===== config.mk =====
export PLATFORM = sky130hd
export DESIGN_NAME = led_scan_capture
export DESIGN_NICKNAME = d
export VERILOG_FILES = /design/src/rtl/led_scan_capture.sv
export SDC_FILE = /design/constraint.sdc
export NUM_CORES = 2
export LEC_CHECK = 0
export CORE_UTILIZATION = 58
export DETAILED_ROUTE_END_ITERATION = 8
export PLACE_DENSITY = 0.86
export SETUP_SLACK_MARGIN = 0.1
export SLEW_MARGIN = 20
export SYNTH_ARGS = -nofsm -noshare
export SYNTH_HDL_FRONTEND = slang
export SYNTH_SLANG_ARGS = --single-unit

===== constraint.sdc =====
create_clock -name CLK -period 5.46 [get_ports CLK]
set_clock_uncertainty 0.2 [all_clocks]
set_input_delay 0.546 -clock CLK [delete_from_list [all_inputs] [get_ports CLK]]
set_output_delay 0.546 -clock CLK [all_outputs]
set_load 0.01 [all_outputs]

===== src/rtl/led_scan_capture.sv =====
// rtl/led_scan_capture.sv - capture of the row-scanned LED GPIO word into red/green frames
// Define LED_CAPTURE_SYNC_EN to add a two-flop input synchronizer for cross-board use.
module led_scan_capture #(
  parameter int SETTLE = 2
) (
  input  logic              CLK,
  input  logic              Reset,
  input  logic [35:0]       GPIO_1,
  output logic [15:0][15:0] RedPixels,
  output logic [15:0][15:0] GrnPixels,
  output logic              FrameValid,
  output logic [7:0]        FrameCount,
  output logic              Locked,
  output logic              SeqError
);

  localparam logic [7:0] SETTLE_CNT = 8'(SETTLE);

  typedef enum logic {
    SEEK,
    TRACK
  } state_t;

  logic [35:0]       s_in;
  logic [35:0]       s_word;
  logic [35:0]       prev_word;
  logic [7:0]        stable_cnt;
  logic [7:0]        stable_cnt_next;
  logic              capture;

  logic [3:0]        row_sel;
  logic [15:0]       red_row;
  logic [15:0]       grn_row;

  state_t            state;
  state_t            state_next;
  logic [3:0]        expected;
  logic [3:0]        expected_next;
  logic [3:0]        last_row;
  logic [3:0]        last_row_next;
  logic              row_wr;
  logic              work_clr;
  logic              publish;
  logic              seq_err;

  logic [15:0][15:0] work_red;
  logic [15:0][15:0] work_grn;

`ifdef LED_CAPTURE_SYNC_EN
  logic [35:0] sync1;
  logic [35:0] sync2;

  always_ff @(posedge CLK) begin
    if (Reset) begin
      sync1 <= '0;
      sync2 <= '0;
    end else begin
      sync1 <= GPIO_1;
      sync2 <= sync1;
    end
  end

  assign s_in = sync2;
`else
  assign s_in = GPIO_1;
`endif

  always_ff @(posedge CLK) begin
    if (Reset) begin
      s_word     <= '0;
      prev_word  <= '0;
      stable_cnt <= '0;
    end else begin
      s_word     <= s_in;
      prev_word  <= s_word;
      stable_cnt <= stable_cnt_next;
    end
  end

  always_comb begin
    stable_cnt_next = stable_cnt;
    if (s_word != prev_word) begin
      stable_cnt_next = 8'd1;
    end else if (stable_cnt >= SETTLE_CNT) begin
      stable_cnt_next = SETTLE_CNT;
    end else begin
      stable_cnt_next = stable_cnt + 8'd1;
    end
  end

  // A fresh word with SETTLE=1 lands on SETTLE while the count already sits there.
  assign capture = (stable_cnt_next == SETTLE_CNT) &&
                   ((s_word != prev_word) || (stable_cnt != SETTLE_CNT));

  function automatic logic [15:0] rev16(input logic [15:0] v);
    logic [15:0] r;
    for (int i = 0; i < 16; i++) begin
      r[i] = v[15-i];
    end
    return r;
  endfunction

  assign row_sel = s_word[35:32];
  assign red_row = rev16(s_word[15:0]);
  assign grn_row = rev16(s_word[31:16]);

  always_ff @(posedge CLK) begin
    if (Reset) begin
      state    <= SEEK;
      expected <= '0;
      last_row <= '0;
    end else begin
      state    <= state_next;
      expected <= expected_next;
      last_row <= last_row_next;
    end
  end

  always_comb begin
    state_next    = state;
    expected_next = expected;
    last_row_next = last_row;
    row_wr        = 1'b0;
    work_clr      = 1'b0;
    publish       = 1'b0;
    seq_err       = 1'b0;
    if (capture) begin
      if (state == SEEK) begin
        if (row_sel == 4'd0) begin
          row_wr        = 1'b1;
          expected_next = 4'd1;
          last_row_next = 4'd0;
          state_next    = TRACK;
        end
      end else if (row_sel == last_row) begin
        row_wr = 1'b1;
      end else if (row_sel == expected && expected != 4'd15) begin
        row_wr        = 1'b1;
        last_row_next = row_sel;
        expected_next = row_sel + 4'd1;
      end else if (row_sel == expected) begin
        publish       = 1'b1;
        expected_next = 4'd0;
        last_row_next = 4'd15;
      end else begin
        seq_err  = 1'b1;
        work_clr = 1'b1;
        if (row_sel == 4'd0) begin
          row_wr        = 1'b1;
          expected_next = 4'd1;
          last_row_next = 4'd0;
        end else begin
          state_next = SEEK;
        end
      end
    end
  end

  always_ff @(posedge CLK) begin
    if (Reset) begin
      work_red   <= '0;
      work_grn   <= '0;
      RedPixels  <= '0;
      GrnPixels  <= '0;
      FrameValid <= 1'b0;
      FrameCount <= '0;
      Locked     <= 1'b0;
      SeqError   <= 1'b0;
    end else begin
      FrameValid <= publish;
      if (work_clr) begin
        work_red <= '0;
        work_grn <= '0;
      end
      if (row_wr) begin
        work_red[row_sel] <= red_row;
        work_grn[row_sel] <= grn_row;
      end
      // Row 15 goes straight from the sample; it never sits in the work buffer.
      if (publish) begin
        RedPixels  <= {red_row, work_red[14:0]};
        GrnPixels  <= {grn_row, work_grn[14:0]};
        FrameCount <= FrameCount + 8'd1;
        Locked     <= 1'b1;
      end
      if (seq_err) begin
        SeqError <= 1'b1;
        Locked   <= 1'b0;
      end
    end
  end

endmodule


==> out/results.ini <==
[setup_path]
cp.required_ps=5830
cpMostUsedCell=nand4b_1
crit_path_max_incr_delay_ps=730
worstSetupPathType=reg -> reg
crit_path_max_fanout=174
arrival_ps=4480
cp_cell_sequence=xnor2_1 -> nand4_1 -> nand4b_1 -> nand4b_1 -> buf_4 -> buf_12 -> buf_16 -> nand2_1 -> a21oi_1
start_kind=register
cp_slowest_cell=dfxtp_1
worstSetupEndpointType=register

[die]
ios=561
core_um2=66330
start_util_pct=59.04
placementRows=94
die_area_um2=68570
die_w_um=261.9
die_h_um=261.9

[synthesis]
synth-seq-cells=1092
synth_area_um2=39170
synth_enable_flop_cells=0
synth_top_area_share_pct=55.82
synth_top_area_cell=dfxtp_1
synth_warnings=0
ys.flop_type=dfxtp_1
syn_inst=4301
synth_cell_types=44
synth_area_per_cell_um2=9.106
synth_area_leaders=dfxtp_1 (56%), nand2_1 (10%), a21oi_1 (6.7%)
synth_seq_area_share_pct=55.82
async_reset_ff_share_pct=0

[clocking]
cts_resized=0
clk_pin_slew_ps=60
clockBufferDepth=3
postCtsSetupBuffers=0
cts-root-buf=clkbuf_16
htreeDepth=3
postCtsHoldBufs=0
cts_buffers=105
cts_tree=built
cts_num_sinks=1092
clk-insertion-delay-late_ps=650

[route]
drtPass1Iterations=7
viasPerCell=5.935
drt_iter0_drc=3833
drc=0
drtAntennaViolNets=0
wl_per_cell_um=21.12
wirelength_mm=118.1
vias=33190

[power_and_ir_drop]
ir_worst_vdd_mv=0.2695
swShare_pct=21.48
intPower_mw=12.38
p_total_mw=15.77
p_sw_mw=3.387
seq_power_share_pct=50.9
clockPowerShare_pct=46.7
combinationalPowerShare_pct=2.5
p_per_area_nw_per_um2=325.4
cellLeakagePower_nw=17.31

[timing]
tightest_slew_ps=1321
min_period_ps=4111
slew_viol_final=0
maxSlewHeadroom_pct=11.91
whs_ps=231.2
period_share_pct=75.30
setup_viol=0
tns_ps=0
fmaxAchievable_mhz=243.2
finalHoldViolCount=0
rsz0062_at_grt=no

[finish]
fillers=4641
nNetsFinal=4677
stdcell_count=5592
area_growth_pct=23.76
layout_common_cells=dfxtp_1 (1092), nand2_1 (1069), clkdlybuf4s50_1 (559)
layout_commonest_cell=dfxtp_1
drive_gt1_share_pct=5.282
final_util_pct=73.07

[outcome]
status=complete, no violations

[global_route]
grt_pass1_wl_mm=176.2
grt.overflow.total=0
antenna_found_initial=15
grt_use_total_pct=32.89
grt_max_degree=257
grt_pass1_vias=30720

[place]
dp_cells=5387
hpwl_mm=69.86
port-buffer-count=560
gp_congestion=0.8545

[worst_hold_path]
hp-class=in -> reg

[run]
max_cap_viol_count=0

## flip-flops by register name (all words and copies together), names as in the netlist, 4 cells and up
name        flops
last_row        4
work_grn      240
GrnPixels     256
FrameCount      8
RedPixels     256
s_word         36
expected        4
stable_cnt      8
work_red      240
prev_word      36
## metrics by stage
| step | instance area, µm² | setup slack (ps) |
|---|---|---|
| 4_1_cts | 48380 | 1422 |
| 5_1_grt | 48460 | 1100 |
| 3_5_place_dp | 44880 | 1431 |
| 2_1_floorplan | 39180 | 2781 |
| 6_report | 48470 | 1349 |
| 3_3_place_gp | 44840 | 1492 |
## final timing paths
path                            from                           to  slack, ps  cells past startpoint
max            s_word[35]$_SDFF_PP0_   GrnPixels[90]$_SDFFE_PP0P_       1350                      9
min                            Reset  RedPixels[209]$_SDFFE_PP0P_        230                      2
max reg2reg    s_word[35]$_SDFF_PP0_   GrnPixels[90]$_SDFFE_PP0P_       1350                      9
min reg2reg  work_grn[87]$_SDFF_PP0_   GrnPixels[87]$_SDFFE_PP0P_        250                      2
## synth_stat cells (2+ instances only)
library cell,n
a21oi_1,523
a31oi_1,2
nor4b_1,2
buf_4,11
nand4_1,28
xor2_1,3
or3_1,6
ha_1,7
and3_1,2
nand2b_1,36
a211oi_1,3
a2111oi_0,8
o2111ai_4,3
o21ai_0,262
nand3b_1,192
nor2_1,15
o22ai_1,32
nor2b_1,38
or2_2,2
clkbuf_1,314
xnor2_1,44
and4_1,3
nor3_1,6
nand2_1,1072
o2bb2ai_1,4
dfxtp_1,1092
nor4_1,2
mux2i_1,192
a22o_1,3
buf_1,2
and2_1,2
inv_1,42
nand3_1,6
nand4b_1,258
buf_2,75
## per-layer routing
| metal | GRT usage (%) | routed length [µm] |
|---|---|---|
| met1 | 44.11 | 48120 |
| met5 | 0 | 18 |
| met3 | 6.453 | 10540 |
| met4 | 16.00 | 4988 |
| met2 | 50.88 | 54460 |
## power groups by stage
stage	logic, mW	clock network [mW]	registers, mW
floorplan	0.247	0	8.19
global placement	0.377	0	8.20
detailed placement	0.377	0	8.20
CTS	0.378	7.41	8.02
global route	0.404	7.74	8.02
finish	0.387	7.36	8.02
## area by class of cell
| cell class | instances | area (µm²) | area share, % |
|---|---|---|---|
| flip-flops and latches | 1092 | 21860 | 45.10 |
| multi-input cells | 2769 | 15560 | 32.10 |
| repair buffers | 622 | 6286 | 12.97 |
| clock buffers | 144 | 2945 | 6.077 |
| well taps | 864 | 1081 | 2.230 |
| clock inverters | 45 | 546.8 | 1.128 |
| inverters | 42 | 157.7 | 0.3253 |
| diodes | 14 | 35.03 | 0.07228 |
## cell families (layout without fill, tap and decap cells)
logic type      after synthesis  after routing  share of synthesized area (%)
mux                         192            192                          4.907
simple gates               1674           1674                          22.12
flops                      1092           1092                          55.82
buf+inv                     444            853                          4.600
xor+xnor                     48             48                          1.093
fa+ha+maj                     7              7                         0.2236
other cells                   1             19                       0.009575
compound gates              843            843                          11.23
## worst max-delay path, delay by kind of cell (launching register included)
family | cells | cell delay, ps
compound gates | 1 | 180
buf+inv | 3 | 1320
flops | 1 | 730
simple gates | 4 | 1160
xor+xnor | 1 | 200
Note: power is estimated with default switching activity, not from simulation.
